$ cat src/rtl/ec_fp2_point_add_arb.sv
// ec_fp2_point_add_arb
// Shares one in-order Fp^2 point-add engine among NUM_CH requesters.
// - Requests are granted round-robin into a registered issue stage.
// - The granted channel index is pushed into a tag FIFO.
// - Engine results return in issue order. Each one is routed to the channel
//   at the FIFO head, and the FIFO pops on the result handshake.
// Optional feature macro: EC_PADD_ARB_STATS_EN (per-channel result counters).
module ec_fp2_point_add_arb #(
   parameter type FP2_TYPE  = logic [63:0],
   parameter int  NUM_CH    = 4,
   parameter int  TAG_DEPTH = 8
) (
   input  logic                i_clk,
   input  logic                i_rst,
   input  FP2_TYPE             i_p1 [NUM_CH],
   input  FP2_TYPE             i_p2 [NUM_CH],
   input  logic [NUM_CH-1:0]   i_val,
   output logic [NUM_CH-1:0]   o_rdy,
   output FP2_TYPE             o_p [NUM_CH],
   output logic [NUM_CH-1:0]   o_val,
   input  logic [NUM_CH-1:0]   i_rdy,
   output logic [NUM_CH-1:0]   o_err,
   output FP2_TYPE             o_pa_p1,
   output FP2_TYPE             o_pa_p2,
   output logic                o_pa_val,
   input  logic                i_pa_rdy,
   input  FP2_TYPE             i_pa_p,
   input  logic                i_pa_err,
   input  logic                i_pa_val,
   output logic                o_pa_rdy,
   output logic                o_spurious,
   output logic [15:0]         o_cnt [NUM_CH]
);

   localparam int CHW = $clog2(NUM_CH);
   localparam int AW  = $clog2(TAG_DEPTH);
   localparam int CW  = $clog2(TAG_DEPTH + 1);

   // issue stage
   logic              pa_val_q;
   FP2_TYPE           pa_p1_q, pa_p2_q;
   logic [CHW-1:0]    rr_q, rr_d;

   // tag FIFO
   logic [CHW-1:0]    tag_q [TAG_DEPTH];
   logic [AW-1:0]     wr_q, wr_d, rd_q, rd_d;
   logic [CW-1:0]     cnt_q, cnt_d;

   logic              spur_q;

   logic              empty, full, slot_free;
   logic              gnt_any, push, pop;
   logic [CHW-1:0]    gnt_idx, head;
   logic [CHW:0]      idx;
   logic [NUM_CH-1:0] grant;

   assign empty     = (cnt_q == '0);
   assign full      = (cnt_q == CW'(TAG_DEPTH));
   assign slot_free = !pa_val_q || i_pa_rdy;
   assign head      = tag_q[rd_q];

   // Round-robin search from rr_q. A full FIFO blocks the grant even when it pops this cycle.
   always_comb begin
      gnt_any = 1'b0;
      gnt_idx = '0;
      idx     = '0;
      if (slot_free && !full) begin
         for (int k = 0; k < NUM_CH; k++) begin
            idx = {1'b0, rr_q} + (CHW+1)'(k);
            if (idx >= (CHW+1)'(NUM_CH)) idx = idx - (CHW+1)'(NUM_CH);
            if (!gnt_any && i_val[idx[CHW-1:0]]) begin
               gnt_any = 1'b1;
               gnt_idx = idx[CHW-1:0];
            end
         end
      end
      grant = gnt_any ? (NUM_CH'(1) << gnt_idx) : '0;
   end

   assign o_rdy = grant;
   assign push  = gnt_any;
   assign pop   = i_pa_val && !empty && i_rdy[head];

   // Only the head channel sees the engine result; the others stay quiet at zero.
   always_comb begin
      o_val = '0;
      o_err = '0;
      for (int c = 0; c < NUM_CH; c++) o_p[c] = '0;
      if (!empty) begin
         o_val[head] = i_pa_val;
         o_p[head]   = i_pa_p;
         o_err[head] = i_pa_err;
      end
   end

   // With no owner on record, a result is accepted and dropped so the engine never stalls.
   assign o_pa_rdy = empty ? i_pa_val : i_rdy[head];

   // Next-state for the FIFO pointers, occupancy and round-robin pointer.
   always_comb begin
      wr_d  = push ? wr_q + AW'(1) : wr_q;
      rd_d  = pop  ? rd_q + AW'(1) : rd_q;
      cnt_d = cnt_q;
      if (push && !pop)      cnt_d = cnt_q + CW'(1);
      else if (!push && pop) cnt_d = cnt_q - CW'(1);
      rr_d  = rr_q;
      if (push) rr_d = (gnt_idx == CHW'(NUM_CH - 1)) ? '0 : gnt_idx + CHW'(1);
   end

   // Issue register: load on grant, hold while the engine stalls, drop valid once taken.
   always_ff @(posedge i_clk) begin
      if (!i_rst) begin
         pa_val_q <= 1'b0;
         pa_p1_q  <= '0;
         pa_p2_q  <= '0;
         rr_q     <= '0;
      end else begin
         rr_q <= rr_d;
         if (push) begin
            pa_val_q <= 1'b1;
            pa_p1_q  <= i_p1[gnt_idx];
            pa_p2_q  <= i_p2[gnt_idx];
         end else if (i_pa_rdy) begin
            pa_val_q <= 1'b0;
         end
      end
   end

   assign o_pa_val = pa_val_q;
   assign o_pa_p1  = pa_p1_q;
   assign o_pa_p2  = pa_p2_q;

   // Tag FIFO control; pointers wrap naturally at TAG_DEPTH (power of two).
   always_ff @(posedge i_clk) begin
      if (!i_rst) begin
         wr_q  <= '0;
         rd_q  <= '0;
         cnt_q <= '0;
      end else begin
         wr_q  <= wr_d;
         rd_q  <= rd_d;
         cnt_q <= cnt_d;
      end
   end

   // Tag storage needs no reset; entries are only read while the FIFO is not empty.
   always_ff @(posedge i_clk) begin
      if (push) tag_q[wr_q] <= gnt_idx;
   end

   // Sticky flag for results that arrive with no outstanding request.
   always_ff @(posedge i_clk) begin
      if (!i_rst)                  spur_q <= 1'b0;
      else if (i_pa_val && empty)  spur_q <= 1'b1;
   end

   assign o_spurious = spur_q;

`ifdef EC_PADD_ARB_STATS_EN
   for (genvar c = 0; c < NUM_CH; c++) begin : g_stat
      logic [15:0] stat_q;
      // Saturating count of result handshakes delivered to this channel.
      always_ff @(posedge i_clk) begin
         if (!i_rst)
            stat_q <= '0;
         else if (pop && (head == CHW'(c)) && (stat_q != 16'hFFFF))
            stat_q <= stat_q + 16'd1;
      end
      assign o_cnt[c] = stat_q;
   end
`else
   for (genvar c = 0; c < NUM_CH; c++) begin : g_nostat
      assign o_cnt[c] = '0;
   end
`endif

endmodule

$ cat config.mk
export PLATFORM = sky130hd
export DESIGN_NAME = ec_fp2_point_add_arb
export DESIGN_NICKNAME = d
export VERILOG_FILES = /design/src/rtl/ec_fp2_point_add_arb.sv
export SDC_FILE = /design/constraint.sdc
export NUM_CORES = 1
export LEC_CHECK = 0
export BUFFER_PORTS_ARGS = -buffer_cell sky130_fd_sc_hd__buf_2
export CAP_MARGIN = 20
export CORE_AREA = 2 2 406 408
export DETAILED_ROUTE_END_ITERATION = 16
export DIE_AREA = 0 0 408 410
export PLACE_DENSITY_LB_ADDON = 0.2
export SLEW_MARGIN = 5
export SYNTH_ARGS = -nofsm -noshare
export SYNTH_HDL_FRONTEND = slang
export SYNTH_SLANG_ARGS = --single-unit
$ cat constraint.sdc
create_clock -name i_clk -period 3.9 [get_ports i_clk]
set_clock_uncertainty 0.1 [all_clocks]
set_input_delay 0.39 -clock i_clk [delete_from_list [all_inputs] [get_ports i_clk]]
set_output_delay 0.39 -clock i_clk [all_outputs]
set_load 0.1 [all_outputs]
==> impl_metrics.toml, run 1 <==
[outcome]
status = "complete, no violations"

[yosys]
yosys_warnings = 0
ys_ff_latch = 161
syn_inst = 1305
yosysUniqueCellTypes = 41
ys.flop_type = "dfxtp_1"
yosysSeqAreaShare_pct = 31.4
synth_enable_flop_cells = 16
async_flop_share_pct = 0
syn_area_sq_um = 10800
synth_area_per_cell_sq_um = 8.26

[finish]
drive_gt1_share_pct = 47.7
layout.nets = 2815
n_fill_cell = 19200
area_growth_pct = 74.5

[power]
vdd_ir_drop_max_uv = 514
leakage_nw = 9.07
powerDensity_nw_per_um2 = 1120

[cts]
cts.sinks = 161
clk_path_buf_depth = 2
cts_buffers = 17
cts_root_buf = "clkbuf_16"
ctsHtreeMaxLevel = 4
clk_latency_ps = 510
clk_pin_slew_worst_paths_ps = 80
cts_tree = "yes"
cts_hold_buf = 0

[timing]
fmaxAchievable_ghz = 0.267
fin_setup_tns_ps = 0
finalWorstSetupSlack_ps = 155
fin_crit_sh_pct = 96.0
finalSetupViolCount = 0
worstMarginPinSlew_ps = 1080
period_minus_slack_ps = 3740
maxSlewViolCount = 0
hold_viol = 0
slew_headroom_pct = 28.3

[critical_path]
rr_endpoint = "cnt_q[3]"
critPathBufInv = 1
cpLargestDelayFamily = "multiplexers"
crit_arrival_ps = 4080
worst_setup_path_start_kind = "flop"
crit_type = "reg2reg"
required_ps = 4230
worst_path_max_delay_cell = "mux4_2"
endpoint_kind = "flop"
cpPeakStageDelay_ps = 540
r2r_slack_ps = 160
cp_max_fo = 6
worst-r2r-cell-count = 12
crit_chain = "mux2_2, mux4_2, mux4_2, nand3_2, ha_1, inv_1, ha_1, a21o_1, a21oi_1, xnor2_1, or3_1, a21oi_1"

[die]
coreArea_sq_um = 163000
fp.dieW_microns = 408
start_util_pct = 6.59
die-area_sq_um = 167000
die_y_microns = 410
ios = 1052
fp-row-count = 149

[drt]
vias = 13700
vias_per_cell = 3.10
final_antenna_net_count = 0
wl_per_cell_microns = 20.1
wirelength_mm = 89.0
drt_first_pass_iters = 5
remaining_drc_errors = 0
drt-initial-drc-count = 738

[min_path]
hold_end = "o_pa_val"
min_path_type = "in2reg"
worstHoldPathCells = 4
min_from = "i_pa_rdy"

[global_routing]
grt_pass1_wl_mm = 116
grt_pass1_vias = 13100
overflow = 0
grt_max_degree = 127
antenna_found_initial = 30
grt_usage_pct = 10.1

[placement]
post-place-ws_ps = 203
hpwl_mm = 74.9
gp_congestion = 0.902
numPortBuffers = 987

[job]
cap_violations = 0
## sequential cells by signal (all words and copies together) (netlist names), named ones only
signal / flops
rd_q: 3
o_pa_p1: 64
o_pa_val: 1
o_pa_p2: 64
cnt_q: 4
rr_q: 2
tag_q: 16
o_spurious: 1
wr_q: 3
## synthesized netlist by cell type (2+ instances only)
cell type / number / area (sq um)
dfxtp_1: 145 / 2900
buf_1: 8 / 30.0
xor2_1: 2 / 17.5
nor4b_1: 2 / 17.5
edfxtp_1: 16 / 480
nand2b_1: 5 / 31.3
buf_2: 41 / 205
nor2_1: 276 / 1040
o21ai_0: 131 / 656
and2_1: 6 / 37.5
nor4_1: 2 / 12.5
clkbuf_1: 75 / 282
nor3b_1: 2 / 15.0
ha_1: 9 / 113
nor3_1: 4 / 20.0
buf_4: 64 / 480
mux4_1: 2 / 52.6
nand2_1: 81 / 304
mux2i_1: 262 / 2620
inv_1: 8 / 30.0
xnor2_1: 3 / 26.3
a221oi_1: 128 / 1120
mux2_2: 3 / 33.8
o22ai_1: 2 / 12.5
a21oi_1: 9 / 45.0
mux2_1: 3 / 33.8
mux4_2: 2 / 45.0
## repair_timing
action | CTS | global route
pin swaps | 0 | 1
endpoints found under the setup margin | 2 | 53
resized for setup | 2 | 49
buffers inserted | 0 | 0
## how the worst max path moves through the flow
stage,to,slack (ps),cells past startpoint
after floorplan,o_rdy[3],210,11
after global placement,cnt_q[3],60,12
after detailed placement,cnt_q[3],200,12
after CTS,o_p[66],8,7
after global routing,o_p[200],-8,5
final,cnt_q[3],160,12
## cell type report
| cell class | instances | area, sq um | area share (%) |
|---|---|---|---|
| Antenna cell | 7 | 17.5 | 0.0932 |
| Clock buffer | 19 | 433 | 2.30 |
| Clock inverter | 13 | 125 | 0.666 |
| Inverter | 9 | 36.3 | 0.193 |
| Multi-Input combinational cell | 1009 | 6640 | 35.3 |
| Sequential cell | 161 | 3380 | 18.0 |
| Tap cell | 2189 | 2740 | 14.6 |
| Timing Repair Buffer | 1018 | 5420 | 28.8 |
## through the flow
stage	hold slack, ps	cells	utilization (%)	power, mW	cell area, sq um
after floorplan	349	1368	-	15.4	11000
after global placement	370	4386	11.1	19.6	18100
after detailed placement	382	4386	11.1	19.5	18100
after CTS	8.54	4418	11.4	21.4	18600
after global routing	72.1	4424	11.5	22.0	18800
final	86.3	4425	11.5	21.1	18800
## routing by layer
| metal | part of all wire [%] | GRT usage [%] | wire length [microns] | vias up |
|---|---|---|---|---|
| met2 | 50 | 17.8 | 44600 | 665 |
| met1 | 42 | 12.4 | 37400 | 6515 |
| met3 | 5.7 | 2.36 | 5060 | 93 |
| met5 | 0.21 | 0 | 185 | - |
| li1 | - | - | - | 6402 |
| met4 | 2.0 | 2.46 | 1770 | 26 |
## cells by family after synthesis
logic type	Yosys count	synth area share, %
AO/OA/AOI/OAI	273	17.2
XOR/XNOR	5	0.407
adder cells (fa/ha/maj)	10	1.23
buffers and inverters	198	9.67
flip-flops	161	31.4
multiplexers	272	25.9
other	1	0.0348
AND/OR/NAND/NOR	385	14.1
## tightest hold or removal path: cells and delay by family
| family | cells | cell delay (ps) |
|---|---|---|
| simple gates | 3 | 170 |
| buf+inv | 1 | 80 |
## placed cells by master (no fill, tap or decap), types with 3 or more instances in the layout
cell and n:
a221oi_1 128, a21oi_1 9, nor2_1 274, buf_4 25, ha_1 9, and2_1 5, clkinvlp_4 4, nand2b_1 5
inv_6 5, mux2_2 3, nand2_1 79, diode_2 7, inv_1 7, clkbuf_16 17, clkbuf_4 48, mux2_1 3
buf_2 935, buf_12 9, nor3_1 3, mux2i_1 262, conb_1 64, edfxtp_1 16, dfxtp_1 145, o21ai_0 131
xnor2_1 3
## where the power goes
group	internal [mW]	switching [mW]
Sequential	2.18	0.274
Combinational	2.67	14.2
Clock	0.891	0.935
Power figures use the tool's default switching activity.
==> run 2: changes to the inputs <==
Settings changed: REMOVE_ABC_BUFFERS set to 1.
==> run 2 against run 1 <==
Final cell count is 0.41% higher; clock power is 7% higher; wire length is 2.3% higher; power is 1.6% higher; global-route usage is 0.36 points higher; largest cell class unchanged; highest routed layer unchanged; non-clock buffer count is 20 higher; via count hardly changed; core utilization is 0.25 points higher; count of clock-buffer cells in the layout stayed put.
==> impl_metrics.toml, run 2 (same netlist as run 1, synthesis figures left out) <==
[outcome]
status = "complete, no violations"

[finish]
final_common_cell = "buf_2"
layout.nets = 2835
drive_gt1_share_pct = 48.3
area_growth_pct = 78.2
n_fill_cell = 19100
fin_util_pct = 11.7
final_cell_mix = "buf_2, nor2_1, mux2i_1, dfxtp_1, o21ai_0"
fin_cells = 4443

[drt]
drt-initial-drc-count = 591
remaining_drc_errors = 0
wirelength_mm = 91.1
final_antenna_net_count = 0
wl_per_cell_microns = 20.5
vias = 13700
drt_first_pass_iters = 5
vias_per_cell = 3.08

[die]
die-area_sq_um = 167000
fp.dieW_microns = 408
ios = 1052
die_y_microns = 410
coreArea_sq_um = 163000
start_util_pct = 6.59
fp-row-count = 149

[critical_path]
crit_arrival_ps = 3120
worst_setup_path_start_kind = "flop"
critPathBufInv = 2
crit_chain = "mux2_2, mux4_2, or2b_4, buf_4, nor2_1, buf_4"
worst_path_max_delay_cell = "or2b_4"
cpPeakStageDelay_ps = 650
crit_type = "reg2out"
cpLargestDelayFamily = "multiplexers"
required_ps = 3410
cp_common_cell = "buf_4"
cp_max_fo = 49
endpoint_kind = "primary output"

[global_routing]
grt_usage_pct = 10.5
overflow = 0
grt_pass1_vias = 13200
grt_max_degree = 137
grt_pass1_wl_mm = 119
antenna_found_initial = 44

[power]
vdd_ir_drop_max_uv = 508
leakage_nw = 9.21
powerDensity_nw_per_um2 = 1120
p_total_mw = 21.5

[timing]
rsz0062_at_grt = "no"
maxSlewViolCount = 0
fin_crit_sh_pct = 92.5
slew_headroom_pct = 35.3
finalSetupViolCount = 0
fmaxAchievable_ghz = 0.277
hold_viol = 0
worstMarginPinSlew_ps = 970
period_minus_slack_ps = 3610
finalWorstSetupSlack_ps = 291

[placement]
gp_congestion = 0.859
dp.cells = 4406
hpwl_mm = 77.7
numPortBuffers = 987
post-place-ws_ps = 195

[cts]
cts_tree = "yes"
clk_path_buf_depth = 2
clk_latency_ps = 530
cts_hold_buf = 0
ctsHtreeMaxLevel = 4
cts.sinks = 161
cts_buffers = 17
post_cts_buffers = 0
cts_root_buf = "clkbuf_16"
clk_pin_slew_worst_paths_ps = 80

[job]
cap_violations = 0

[min_path]
min_path_type = "in2reg"
==> run 2: cell types whose count changed in the layout (fill, tap and decap cells not counted), sizes merged <==
cell / change
clkbuf: +31
clkinvlp: -1
diode: -2
bufinv: +1
buf: -11
==> run 2: repair_timing <==
| item | in CTS | in global routing |
|---|---|---|
| gates cloned | 0 | 0 |
| setup endpoints to repair | 22 | 86 |
| gates resized for setup | 22 | 80 |
==> run 2: path summary, 6_finish.rpt <==
kind	startpoint	to	depth (start not counted)	slack [ps]
worst max-delay path	flop	o_p[137]	6	290
worst min register to register	rd_q[2]	rd_q[2]	2	380
worst max register to register	flop	cnt_q[3]	12	320
worst min-delay path	i_p1[114]	o_pa_p1[50]	3	90
==> run 2: routing by layer <==
| layer | global-route usage, % | vias to the layer above | wire [microns] |
|---|---|---|---|
| met3 | 3.23 | 95 | 6220 |
| met5 | 0 | - | 246 |
| met2 | 18.7 | 680 | 46400 |
| met1 | 12.3 | 6427 | 37000 |
| met4 | 1.92 | 40 | 1160 |
| li1 | - | 6456 | - |
==> run 2: stage by stage <==
step / TNS [ps] / hold slack, ps / cell area, sq um
after global placement: 0 / 374 / 18300
after global routing: 0 / 59.7 / 19200
after detailed placement: 0 / 385 / 18300
final: 0 / 94.4 / 19200
after floorplan: -1455580 / 349 / 10000
after CTS: 0 / 2.77 / 19000
==> run 2: layout make-up <==
cell class	instances	area, sq um	area share, %
inverters	9	38.8	0.202
diodes	5	12.5	0.0652
flip-flops and latches	161	3380	17.6
clock buffers	19	464	2.42
repair buffers	1038	5760	30.0
clock inverters	13	164	0.854
multi-input cells	1009	6630	34.5
well taps	2189	2740	14.3
==> run 2: power by group <==
part / switching (mW) / internal [mW] / total, mW
clock: 0.933 / 1.02 / 1.95
combinational: 14.2 / 2.90 / 17.1
sequential: 0.291 / 2.18 / 2.47
==> run 2: worst min-delay path, stage by stage <==
cell and delay, ps:
buf_2 90, mux2i_1 110, a221oi_1 90
==> run 3: changes to the inputs <==
Settings changed: MAX_ROUTING_LAYER set to met4, PLACE_DENSITY_LB_ADDON 0.2 to unset.
==> run 3 against run 2 <==
First-iteration DRC count up 94%; critical endpoint is now o_p[245]; count of clock-buffer cells in the layout down 2; sequential share of layout area up 0.36 points; core utilization down 0.23 points; global-route usage up 0.75 points; final cell count about the same; via count up 4.4%.
==> impl_metrics.toml, run 3 (same netlist as run 1, synthesis figures left out) <==
[power]
powerDensity_nw_per_um2 = 1100
leakage_nw = 9.10
vdd_ir_drop_max_uv = 832
p_total_mw = 20.8

[timing]
period_minus_slack_ps = 3630
rsz0062_at_grt = "no"
slew_headroom_pct = 27.8
hold_ws_ps = 88.1
fin_setup_tns_ps = 0
finalSetupViolCount = 0
fmaxAchievable_ghz = 0.275
hold_viol = 0
fin_crit_sh_pct = 93.1
worstMarginPinSlew_ps = 1080
maxSlewViolCount = 0

[placement]
dp.cells = 4381
gp_congestion = 0.934
hpwl_mm = 83.1
post_dp_cell_area_sq_um = 18000
numPortBuffers = 987

[finish]
regArea_sq_um = 3380
multi_input_area_sq_um = 6630
final_cell_mix = "buf_2, nor2_1, mux2i_1, dfxtp_1, o21ai_0"
fin_cells = 4439
area_growth_pct = 74.7
design_area_sq_um = 18800
layout.nets = 2811
drive_gt1_share_pct = 47.7
final_common_cell = "buf_2"
n_fill_cell = 19000

[critical_path]
critPathBufInv = 1
cp_max_fo = 66
worst_path_max_delay_cell = "mux4_1"
required_ps = 3410
worst_setup_path_start_kind = "flop"
r2r_slack_ps = 270
crit_chain = "mux4_1, mux2_2, or2_4, nor2_1, buf_2"
cpPeakStageDelay_ps = 560
cpLargestDelayFamily = "multiplexers"
crit_arrival_ps = 3140
endpoint_kind = "primary output"
crit_type = "reg2out"

[die]
die_y_microns = 410
fp-row-count = 149
die-area_sq_um = 167000
coreArea_sq_um = 163000
ios = 1052
start_util_pct = 6.59
fp.dieW_microns = 408

[global_routing]
grt_max_degree = 137
grt_usage_pct = 11.2
antenna_found_initial = 118
grt_pass1_vias = 12900
overflow = 0
grt_pass1_wl_mm = 121

[cts]
clk_latency_ps = 530
clk_pin_slew_worst_paths_ps = 90
ctsHtreeMaxLevel = 4
cts.sinks = 161
cts_buffers = 17
cts_root_buf = "clkbuf_16"
cts_tree = "yes"
post_cts_buffers = 0
clk_path_buf_depth = 2

[outcome]
status = "complete, no violations"

[drt]
drt_first_pass_iters = 7
vias = 14300
remaining_drc_errors = 0
wl_per_cell_microns = 21.5
final_antenna_net_count = 0
drt-initial-drc-count = 1147
vias_per_cell = 3.22
wirelength_mm = 95.4

[job]
cap_violations = 0

[min_path]
min_path_type = "in2reg"
==> run 3: cell type report <==
class	count	area share [%]
multi-input combinational	1009	35.2
clock buffer	17	2.26
inverter	9	0.193
sequential	161	18.0
clock inverter	15	0.937
timing repair buffer	1014	28.5
antenna	25	0.332
tap	2189	14.6
==> run 3: path summary, 6_finish.rpt <==
check | from | to | cells past startpoint
worst max register to register | flop | cnt_q[3] | 12
worst min register to register | o_spurious | o_spurious | 2
worst min-delay path | i_p1[100] | o_pa_p1[36] | 3
worst max-delay path | flop | o_p[245] | 5
==> run 3: worst min-delay path, delay by kind of cell <==
kind / cells / cell delay, ps
compound gates: 1 / 80
buf+inv: 1 / 90
mux: 1 / 110
==> run 3: through the flow <==
stage	util, %	worst slack (ps)
after floorplan	-	-10420
after global placement	11.0	230
after detailed placement	11.0	208
after CTS	11.5	31.4
after global routing	11.5	89.7
final	11.5	269
==> run 3: repair_timing <==
action,4_1_cts,5_1_grt
setup endpoints to repair,39,52
resized for setup,39,8
cloned,0,0
hold buffers,1,0
hold endpoints to repair,1,0
==> run 3: power breakdown <==
part	total, mW	switching [mW]	internal [mW]
logic	16.4	13.8	2.63
clock network	1.89	1.02	0.871
registers	2.47	0.290	2.18
total	20.8	15.1	5.68
==> run 3: routing by layer <==
layer  up-vias  share of wire, %  GRT usage, %
met5         -                 0             -
met4         0               3.7          3.31
met3       238                11          4.54
met2       950                48          18.6
met1      6697                38          12.4
li1       6422                 -             -
